### src/rtl/cpu_pkg.sv
// cpu_pkg: shared fetch constants, fetch-state enum and fetch-address legality check
package cpu_pkg;
  localparam logic [31:0] RESET_PC_DEF = 32'h0000_3000;
  localparam int unsigned IM_DEPTH_DEF = 1024;
  localparam logic [31:0] NOP_INSTR = 32'h0;
  typedef enum logic [1:0] {FS_REQ, FS_WAIT, FS_HELD} fetch_state_e;
  function automatic logic addr_legal(input logic [31:0] pc, input logic [31:0] base, input int unsigned depth);
    logic [33:0] off, lim;
    off = {2'b00, pc} - {2'b00, base};
    lim = {2'b00, 32'(depth)} << 2;
    return pc[1:0] == 2'b00 && pc >= base && off < lim;
  endfunction
endpackage

### src/rtl/ifid_reg.sv
// ifid_reg: IF/ID register {instr, pc, valid, exc}; i_hold freezes it, else it takes i_load ? entry : bubble
module ifid_reg import cpu_pkg::*; (
  input  logic        clk,
  input  logic        reset,
  input  logic        i_hold,
  input  logic        i_load,
  input  logic [31:0] i_instr,
  input  logic [31:0] i_pc,
  input  logic        i_exc,
  output logic [31:0] o_instr,
  output logic [31:0] o_pc,
  output logic        o_valid,
  output logic        o_exc
);
  always_ff @(posedge clk)
    if (reset) begin
      o_instr <= NOP_INSTR;
      o_pc <= '0;
      o_valid <= 1'b0;
      o_exc <= 1'b0;
    end else if (!i_hold) begin
      o_instr <= i_load ? i_instr : NOP_INSTR;
      o_pc <= i_pc;
      o_valid <= i_load;
      o_exc <= i_load && i_exc;
    end
endmodule

### src/rtl/fetch_unit.sv
// fetch_unit: IF stage; holds pc_f, fetches via im_req/gnt/rvalid, absorbs stalls in a hold buffer, drives IF/ID
module fetch_unit import cpu_pkg::*; #(
  parameter logic [31:0] RESET_PC = RESET_PC_DEF,
  parameter int unsigned IM_DEPTH = IM_DEPTH_DEF
) (
  input  logic        clk,
  input  logic        reset,
  input  logic        stall,
  input  logic [31:0] next_pc,
  output logic [31:0] pc_f,
  output logic [31:0] pc_add4_f,
  output logic        im_req,
  output logic [31:0] im_addr,
  input  logic        im_gnt,
  input  logic        im_rvalid,
  input  logic [31:0] im_rdata,
  output logic [31:0] instr_d,
  output logic [31:0] pc_d,
  output logic        valid_d,
  output logic        exc_adel_d
);
  fetch_state_e r_state, w_state_nxt;
  logic [31:0] r_pc, r_hold_instr, w_instr;
  logic r_hold_exc, w_legal, w_done, w_adv, w_exc, w_im_req;
  assign w_legal = addr_legal(r_pc, RESET_PC, IM_DEPTH);
  assign w_done = (r_state == FS_REQ && !w_legal) || (r_state == FS_WAIT && im_rvalid);
  assign w_adv = !stall && (w_done || r_state == FS_HELD);
  assign w_exc = r_state == FS_REQ;
  assign w_instr = r_state == FS_WAIT ? im_rdata : NOP_INSTR;
  always_ff @(posedge clk)
    if (reset) r_state <= FS_REQ;
    else r_state <= w_state_nxt;
  always_comb
    w_state_nxt = w_adv ? FS_REQ :
                  w_done ? FS_HELD :
                  (r_state == FS_REQ && w_legal && im_gnt) ? FS_WAIT : r_state;
  always_comb
    w_im_req = r_state == FS_REQ && w_legal;
  always_ff @(posedge clk)
    if (reset) r_pc <= RESET_PC;
    else if (w_adv) r_pc <= next_pc;
  always_ff @(posedge clk)
    if (reset) begin
      r_hold_instr <= NOP_INSTR;
      r_hold_exc <= 1'b0;
    end else if (w_done && stall) begin
      r_hold_instr <= w_instr;
      r_hold_exc <= w_exc;
    end
  ifid_reg u_ifid (
    .clk     (clk),
    .reset   (reset),
    .i_hold  (stall),
    .i_load  (w_adv),
    .i_instr (r_state == FS_HELD ? r_hold_instr : w_instr),
    .i_pc    (r_pc),
    .i_exc   (r_state == FS_HELD ? r_hold_exc : w_exc),
    .o_instr (instr_d),
    .o_pc    (pc_d),
    .o_valid (valid_d),
    .o_exc   (exc_adel_d)
  );
  assign pc_f = r_pc;
  assign pc_add4_f = r_pc + 32'd4;
  assign im_req = w_im_req;
  assign im_addr = r_pc;
endmodule
### config.mk
export PLATFORM = sky130hd
export DESIGN_NAME = fetch_unit
export DESIGN_NICKNAME = d
export VERILOG_FILES = /design/src/rtl/cpu_pkg.sv /design/src/rtl/ifid_reg.sv /design/src/rtl/fetch_unit.sv
export SDC_FILE = /design/constraint.sdc
export NUM_CORES = 1
export LEC_CHECK = 0
export ABC_AREA = 0
export CAP_MARGIN = 30
export CORE_ASPECT_RATIO = 0.9
export CORE_MARGIN = 2
export CORE_UTILIZATION = 25
export CTS_CLUSTER_DIAMETER = 30
export DETAILED_ROUTE_END_ITERATION = 8
export SLEW_MARGIN = 20
export SYNTH_ARGS = -nofsm -noshare
export SYNTH_HDL_FRONTEND = slang
export SYNTH_SLANG_ARGS = --single-unit
### constraint.sdc
create_clock -name clk -period 5.6 [get_ports clk]
set_input_delay 0.84 -clock clk [delete_from_list [all_inputs] [get_ports clk]]
set_output_delay 0.84 -clock clk [all_outputs]
set_load 0.01 [all_outputs]
# Word-level counts from Yosys, hierarchy flattened
# Index checks and enable logic that the tools add are counted.
# totals
regBits	133
latchBits	0
ram_bits	0
romBits	0
output_inout_bits	163
elab_cells	39
n_memories	0
# classes
addsub	2
multipliers	0
div	0
magnitude_cmp	2
n_eq_ne	2
shifts	0
mux	6
n_bitwise	0
n_reduce_logical	18
# op_table
operator	count
$mux W32	3
$lt A34 B13 Y1 const B	1
$sub A32 B14 Y33 const B	1
$add A32 B3 Y32 const B	1
$ge A32 B14 Y1 const B	1
$logic_and A1 B1 Y1	9
$logic_not A2 Y1	2
$mux W2	2
$reduce_or A3 Y1	1
$eq A2 B1 Y1 const B	1
$eq A2 B2 Y1 const B	1
$logic_not A1 Y1	2
$logic_or A1 B1 Y1	2
$reduce_bool A2 Y1	1
$reduce_or A2 Y1	1
$mux W1	1

# Longest topological paths before layout
# Gate-level depths: netlist of the first run.
# depth
word_depth	9
ltp_mapped	7
mapped_depth_nobuf	4

# Hierarchy
# From an unflattened synthesis of the first run, not the netlist that was laid out.
# hier_totals
cells_unflattened	596
hier_area_um2	5896.9
# by_module_without_submodules
mod	instances	cells_each	area_each_um2
fetch_unit	1	343	3433.3
ifid_reg	1	253	2463.6

# Least setup slack after synthesis of the first run
# No wires, ideal clock.
# synth_timing
kind	register to output
from	register r_pc[19], in the netlist im_addr[19]
to	output pc_add4_f[30]
arrival_ps	1747
required_time_ps	4760
slack_ps	3013
stages_incl_launch_ff	6
path_buffers	1
cell_sequence	dfxtp_1 -> buf_2 -> nand4_2 -> or4_4 -> nor3_1 -> xor2_1
# synth_between
elab_chain_len	1
# synth_lines
element	line_no	source
from (decl)	fetch_unit.sv:23	logic [31:0] r_pc, r_hold_instr, w_instr;
from (signal assigned)	fetch_unit.sv:41	else if (w_adv) r_pc <= next_pc;
$add A32 B3 Y32	fetch_unit.sv:64	assign pc_add4_f = r_pc + 32'd4;
to (decl)	fetch_unit.sv:11	output logic [31:0] pc_add4_f,
# No other way between the ends.

# Worst setup path after layout of the first run
# layout_timing
from	register r_pc[4], in the netlist im_addr[4]
to	output pc_add4_f[15]
# The elaborated chain is that of the path after synthesis.

==> run summary, run 1 <==
The run finished with clean final reports. The number of design-rule violations left by the first detailed-router iteration came out at 262. The warning count from the yosys run came out at 0. The die outline width is 177 um.

The final hold violation count came out at 0. Setup repair after global routing left no endpoint under its margin. The transition time at the pin with the least slew margin came out at 0.957 ns. CTS saw 133 sinks. Routability-driven placement finished with a final weighted congestion of 0.760.

Yosys mapped a number of flops with a built-in enable equal to 0. The cell chosen for the clock root is sky130_fd_sc_hd__clkbuf_16. The global router's overall resource usage is 15.3%. CTS built an H-tree with a depth of 4. The fraction of layout cells with a size suffix above 1 came out at 10.4%. The minimum period implied by the final worst setup slack is 3.74 ns. The gate count of the mapped netlist is 733. Yosys mapped the design onto 44 distinct sky130hd cell types. At the worst endpoint, the arrival time is 2.90 ns. The via density per instance is 4.61. TritonCTS built the clock tree.

The worst-case setup slack after placement came out at 2.35 ns. The number of detailed-route iterations in the first pass is 5. The slack of the critical path came out at 1.86 ns.

The final number of max-transition violations is 0. Across the routed clock network, the largest skew measured is 0.0109 ns. The critical path required time came out at 4.76 ns.

The maximum clock rate came out at 268 MHz. The count of port buffers added during placement came out at 231. The number of antenna diodes in the final layout is 0.

The floorplan has 56 rows. The maximum buffer depth of the clock tree came out at 2. The worst hold path belongs to the class reg2reg.

The worst slew margin relative to its limit is 36.1%. The flip-flop and latch count after synthesis is 133. Synthesis produced a netlist with a net count of 803.

For this design the static power due to leakage is 3.51 nW. Once the floorplan was initialized, standard cells occupied 25.6% of the core. Global routing consumed, on the met2 layer, 23.8% of the routing resources.

The filler cell count in the final layout is 2692. The sum of net half-perimeters after detailed placement is 14800 um. The number of gates resized after CTS came out at 0. The CTS clock-pin slew for the worst setup and hold paths is 0.06 ns. The final cycle utilization of the critical path came out at 66.7%. The global routing usage on met1 is 20.0%. The worst hold slack after final layout came out at 0.452 ns. The routed length per instance is 17.6 um. The sort of element at the start of the critical path is a flop. In the final layout, the multi-input gates occupy 3360 um2. The core region area is 26300 um2. The critical path in this run is classified as reg2out. The layout overhead on the synthesized area is 43.5%.

The CTS buffer count came out at 17. The critical-path maximum fanout is 9. The number of global-route vias before repair is 5550. The leftover overflow at the end of global routing is 0. The share of async-settable or async-resettable flops after synthesis came out at 0%. Leaving out fill and tap cells, the most frequent cells in the layout are 229 x sky130_fd_sc_hd__clkdlybuf4s50_1, 133 x sky130_fd_sc_hd__dfxtp_1, 100 x sky130_fd_sc_hd__nand2_1, 61 x sky130_fd_sc_hd__mux2i_1, 46 x sky130_fd_sc_hd__nor2_1.

The largest net degree at the start of global routing is 61. The total wire length after detailed routing came out at 22000 um. The hold buffer count at cts is 0. Leaving out fill and tap cells, the most frequent cell in the layout is sky130_fd_sc_hd__clkdlybuf4s50_1. The floorplan step defined a die boundary enclosing 28300 um2. Clock latency on the worst-skew pair, taken at its later pin, is 0.41 ns. The synthesized area divided by synthesized cell count is 9.18 um2. The busiest layer in global routing is met2. The power density over cell area came out at 276 nW/um2. The wire length of the first global-routing pass is 33600 um. The DRC violation count after routing is 0.

The final setup TNS is 0 ns. Across all layers, the routed design uses 5774 vias. The most used flip-flop cell after synthesis is sky130_fd_sc_hd__dfxtp_1. The area of all sequential standard cells is 2660 um2. The global routing met3 resource utilization came out at 6.17%. The worst setup path is captured at an output port. The final net count is 963.

The number of antenna violations at the first check in global routing came out at 0. VDD sags by at most 0.174 mV. Setup violations remaining at the end of the flow were counted as 0. Once detail routing completed, the nets flagged for antenna violations numbered 0. The setup fix buffers added after clock tree synthesis came out at 0.

The die height is 160 um. The share of the yosys chip area belonging to registers is 39.6%. The max-cap check violation count is 0.

In this run the cell area of the synthesized design comes to 6730 um2. The I/O pin total came out at 232.
flip-flops by register name, indices dropped and copies added, names as in the netlist:
name            count
im_addr            32
u_ifid.o_exc        1
u_ifid.o_valid      1
u_ifid.o_instr     32
r_hold_exc          1
u_ifid.o_pc        32
r_hold_instr       32
r_state             2
path summary, 6_finish.rpt:
check | startpoint | endpoint | slack (ns) | cells after the start
max | im_addr[4]$_SDFFE_PP0P_ | pc_add4_f[15] | 1.86 | 5
min | u_ifid.o_instr[15]$_SDFFE_PP0N_ | u_ifid.o_instr[15]$_SDFFE_PP0N_ | 0.45 | 2
max reg2reg | r_state[0]$_SDFFE_PP0P_ | r_hold_instr[29]$_SDFFE_PP0P_ | 3.04 | 5
min reg2reg | u_ifid.o_instr[15]$_SDFFE_PP0N_ | u_ifid.o_instr[15]$_SDFFE_PP0N_ | 0.45 | 2
per-stage QoR:
stage / power, mW / utilization [%] / area (um2) / cells
3_3_place_gp: 1.41 / 34.1 / 8950 / 1219
3_5_place_dp: 1.42 / 34.2 / 8980 / 1221
5_1_grt: 2.77 / 36.8 / 9660 / 1253
4_1_cts: 2.70 / 36.7 / 9640 / 1252
2_1_floorplan: 1.23 / - / 6730 / 733
6_report: 2.66 / 36.8 / 9660 / 1253
critical path: stages, from the launching register on:
cell and delay [ns]:
sky130_fd_sc_hd__dfxtp_1 0.51, sky130_fd_sc_hd__and4_1 0.36, sky130_fd_sc_hd__nor2b_1 0.56, sky130_fd_sc_hd__and4_1 0.30
sky130_fd_sc_hd__xor2_1 0.17, sky130_fd_sc_hd__clkdlybuf4s50_1 0.58
cell families (layout without fill, tap and decap cells):
logic type               count (synthesis)  count (layout)  synth area share, %
AO/OA/AOI/OAI                          114             114                 16.1
XOR/XNOR                                28              28                 3.64
adder cells (fa/ha/maj)                  1               1                0.186
buffers and inverters                  134             306                 10.7
flip-flops                             133             133                 39.6
multiplexers                            61              61                 9.07
AND/OR/NAND/NOR                        262             262                 20.8
final cells by class:
type	instances	area share, %
multi-input combinational	466	34.8
sequential	133	27.6
timing repair buffer	242	25.1
clock buffer	20	4.73
tap	348	4.51
clock inverter	11	2.06
inverter	33	1.28
power breakdown:
part           switching, mW  internal [mW]  total (mW)
Clock                  0.452          0.816        1.27
Combinational          0.174          0.195       0.369
Sequential            0.0519          0.974        1.03
cell usage after synthesis (2+ instances only):
library cell                instances  area (um2)
sky130_fd_sc_hd__nor4_1             9        56.3
sky130_fd_sc_hd__o21a_1             2        15.0
sky130_fd_sc_hd__and3_1             2        12.5
sky130_fd_sc_hd__a22oi_1           32         240
sky130_fd_sc_hd__nand2_1          100         375
sky130_fd_sc_hd__a21oi_1            4        20.0
sky130_fd_sc_hd__xor2_1            12         105
sky130_fd_sc_hd__buf_6              9         101
sky130_fd_sc_hd__buf_4             35         263
sky130_fd_sc_hd__xnor2_1           16         140
sky130_fd_sc_hd__nor2b_1           33         206
sky130_fd_sc_hd__o2111ai_1          3        26.3
sky130_fd_sc_hd__clkbuf_1          36         135
sky130_fd_sc_hd__o21ai_0           34         170
sky130_fd_sc_hd__and2_1             2        12.5
sky130_fd_sc_hd__inv_1             32         120
sky130_fd_sc_hd__buf_2             14        70.1
sky130_fd_sc_hd__nor2_1            46         173
sky130_fd_sc_hd__mux2i_1           61         611
sky130_fd_sc_hd__nor3_1             5        25.0
sky130_fd_sc_hd__dfxtp_1          133        2660
sky130_fd_sc_hd__nand4_1            7        43.8
sky130_fd_sc_hd__nand4b_1          28         245
sky130_fd_sc_hd__nand4_2            2        25.0
sky130_fd_sc_hd__buf_1              6        22.5
sky130_fd_sc_hd__and4_1             4        35.0
sky130_fd_sc_hd__nor4_2             3        37.5
sky130_fd_sc_hd__a2111oi_2          3        45.0
sky130_fd_sc_hd__o41ai_2           28         455
sky130_fd_sc_hd__nand3_1           16        80.1
sky130_fd_sc_hd__o31ai_2            3        37.5
routing by layer:
layer / wire (um) / up-vias
li1: - / 2845
met1: 10200 / 2727
met2: 9860 / 194
met3: 1870 / 8
met4: 124 / 0
met5: 0 / -
(Power assumes the default switching activity.)
==> inputs of run 2 (changes only) <==
Clock period 5.6 ns to 3.6 ns, I/O delays scaled along.
==> run summary, run 2 (synthesis gave the netlist of run 1 again) <==
Result of the run: finished clean (unchanged). The largest net degree at the start of global routing came to 105 (was 61). The hold buffer count at cts came out at 0 (unchanged). The core region area came out at 26300 um2 (unchanged).

The cell chosen for the clock root was sky130_fd_sc_hd__clkbuf_16 (unchanged). The number of rows in the core area is 56 (unchanged). Unrepaired setup endpoints after global routing: false (unchanged). The number of design-rule violations left by the first detailed-router iteration came out at 356 (was 262).

The global router's overall resource usage came out at 15.9% (was 15.3%). The initial core utilization is 25.6% (unchanged). The multi-input gate area in the final layout came out at 3360 um2 (unchanged). The area of all sequential standard cells is 2660 um2 (unchanged). The I/O pin total came out at 232 (unchanged).

The minimum period implied by the final worst setup slack is 3.39 ns. The total via count after detailed routing is 5872 (was 5774). The later-pin clock latency in the skew report came out at 0.43 ns (was 0.41 ns).

The total wire length after detailed routing was 22800 um (was 22000 um). The final setup TNS is 0 ns (unchanged). The floorplan die area came out at 28300 um2 (unchanged). The DRC violation count after routing is 0 (unchanged). Leading cell types in the layout, fill and taps excluded: 229 x sky130_fd_sc_hd__clkdlybuf4s50_1, 133 x sky130_fd_sc_hd__dfxtp_1, 100 x sky130_fd_sc_hd__nand2_1, 61 x sky130_fd_sc_hd__mux2i_1, 46 x sky130_fd_sc_hd__nor2_1 (unchanged).

The number of global-route vias before repair is 5763 (was 5550). The capturing element type of the critical path is an output port (unchanged). The level count of the clock H-tree is 4 (unchanged).

The final number of max-transition violations is 0 (unchanged). The clock tree from TritonCTS is yes (unchanged). The worst-case setup slack after placement came out at 0.728 ns (was 2.35 ns). The number of antenna violations at the first check in global routing came out at 0 (unchanged). The number of nets with antenna violations after detailed routing is 0 (unchanged). The wire length of the first global-routing pass is 34600 um (was 33600 um). The CTS buffer count came out at 17 (unchanged). The die height is 160 um (unchanged). The filler cell count in the final layout came out at 2691 (was 2692). The design area is 9680 um2 (was 9660 um2). The count of port buffers added during placement came out at 231 (unchanged).

The number of placed instances with taps included came to 1229 (was 1221). The leftover overflow at the end of global routing came out at 0 (unchanged). The count of non-filler cells in the finished layout is 1261 (was 1253). The peak ir drop on the vdd network is 0.245 mV (was 0.174 mV).

The layout overhead on the synthesized area came out at 43.8% (was 43.5%). The type of the worst setup path is reg2out (unchanged). The total inserted antenna cells came to 0 (unchanged).

The final worst clock skew is 0.0143 ns (was 0.0109 ns). The critical path arrival is 2.85 ns (was 2.90 ns). The share of the core filled with cells is 36.8% (about the same). The setup fix buffers added after clock tree synthesis was 0 (unchanged). The overall power is 4.04 mW (was 2.66 mW). The path class of the lowest-slack min-delay path is reg2reg (unchanged).

The most common cell after layout, fill and taps aside is sky130_fd_sc_hd__clkdlybuf4s50_1 (unchanged). Of the available clock period, the critical path in the final layout requires 94.2%. The CTS clock-pin slew for the worst setup and hold paths came out at 0.07 ns (was 0.06 ns).

The sort of element at the start of the critical path is a flop (unchanged). The static leakage is 3.53 nW (was 3.51 nW). The final hold violation count came out at 0 (unchanged).

The sum of net half-perimeters after detailed placement is 15300 um (was 14800 um). The maximum clock rate is 295 MHz. The via density per instance came out at 4.66 (was 4.61). The transition time at the pin with the least slew margin came out at 0.756 ns (was 0.957 ns). The routed length per instance is 18.1 um (was 17.6 um). The max-cap check violation count is 0 (unchanged). The number of gates resized after CTS came out at 0 (unchanged).

The placed standard-cell area came to 9060 um2 (was 8980 um2). The weighted congestion reported at the end of routability-driven placement is 0.839 (was 0.760). The number of clock sinks came out at 133 (unchanged). The slack of the critical path is 0.209 ns (was 1.86 ns). The total setup violations reported at the end of the flow is 0 (unchanged). The number of detailed-route iterations in the first pass is 6 (was 5). The critical path required time came to 3.06 ns (was 4.76 ns). The worst slew margin relative to its limit was 49.6% (was 36.1%). The critical-path maximum fanout is 9 (unchanged).

The worst hold slack after final layout came to 0.450 ns (was 0.452 ns). The power density over cell area came out at 417 nW/um2 (was 276 nW/um2). The fraction of layout cells with a size suffix above 1 came out at 11.2% (was 10.4%). The die outline width is 177 um (unchanged). The final net count is 970 (was 963).

The maximum buffer depth of the clock tree is 2 (unchanged).
[run 2: per-layer routing]
metal	routed length (um)	global-route usage, %	share of wire, %
met1	10200	19.8	45
met4	371	4.73	1.6
met3	2020	6.07	8.9
met5	0	0	0
met2	10200	25.2	45
[run 2: critical path, cell delays in order (launching register included)]
cell and delay [ns]:
sky130_fd_sc_hd__dfxtp_1 0.49, sky130_fd_sc_hd__and4_1 0.35, sky130_fd_sc_hd__nor2b_1 0.54, sky130_fd_sc_hd__and4_1 0.30, sky130_fd_sc_hd__xor2_1 0.18, sky130_fd_sc_hd__clkdlybuf4s50_1 0.57
[run 2: final cells by class]
class                           instances  area share, %
Inverter                               33           1.28
Sequential cell                       133           27.5
Clock buffer                           19           4.58
Timing Repair Buffer                  249           25.6
Tap cell                              348           4.50
Multi-Input combinational cell        466           34.7
Clock inverter                         13           1.77
[run 2: worst paths after layout]
path	start	endpoint	slack, ns	cells past startpoint
max	im_addr[4]$_SDFFE_PP0P_	pc_add4_f[15]	0.21	5
min	u_ifid.o_instr[6]$_SDFFE_PP0N_	u_ifid.o_instr[6]$_SDFFE_PP0N_	0.45	2
max reg2reg	r_state[0]$_SDFFE_PP0P_	r_hold_instr[23]$_SDFFE_PP0P_	1.13	6
min reg2reg	u_ifid.o_instr[6]$_SDFFE_PP0N_	u_ifid.o_instr[6]$_SDFFE_PP0N_	0.45	2
[run 2: power breakdown]
group	internal, mW	switching [mW]	total [mW]
Combinational	0.309	0.288	0.596
Clock	1.12	0.735	1.85
Sequential	1.51	0.0698	1.58
Total	2.94	1.09	4.04
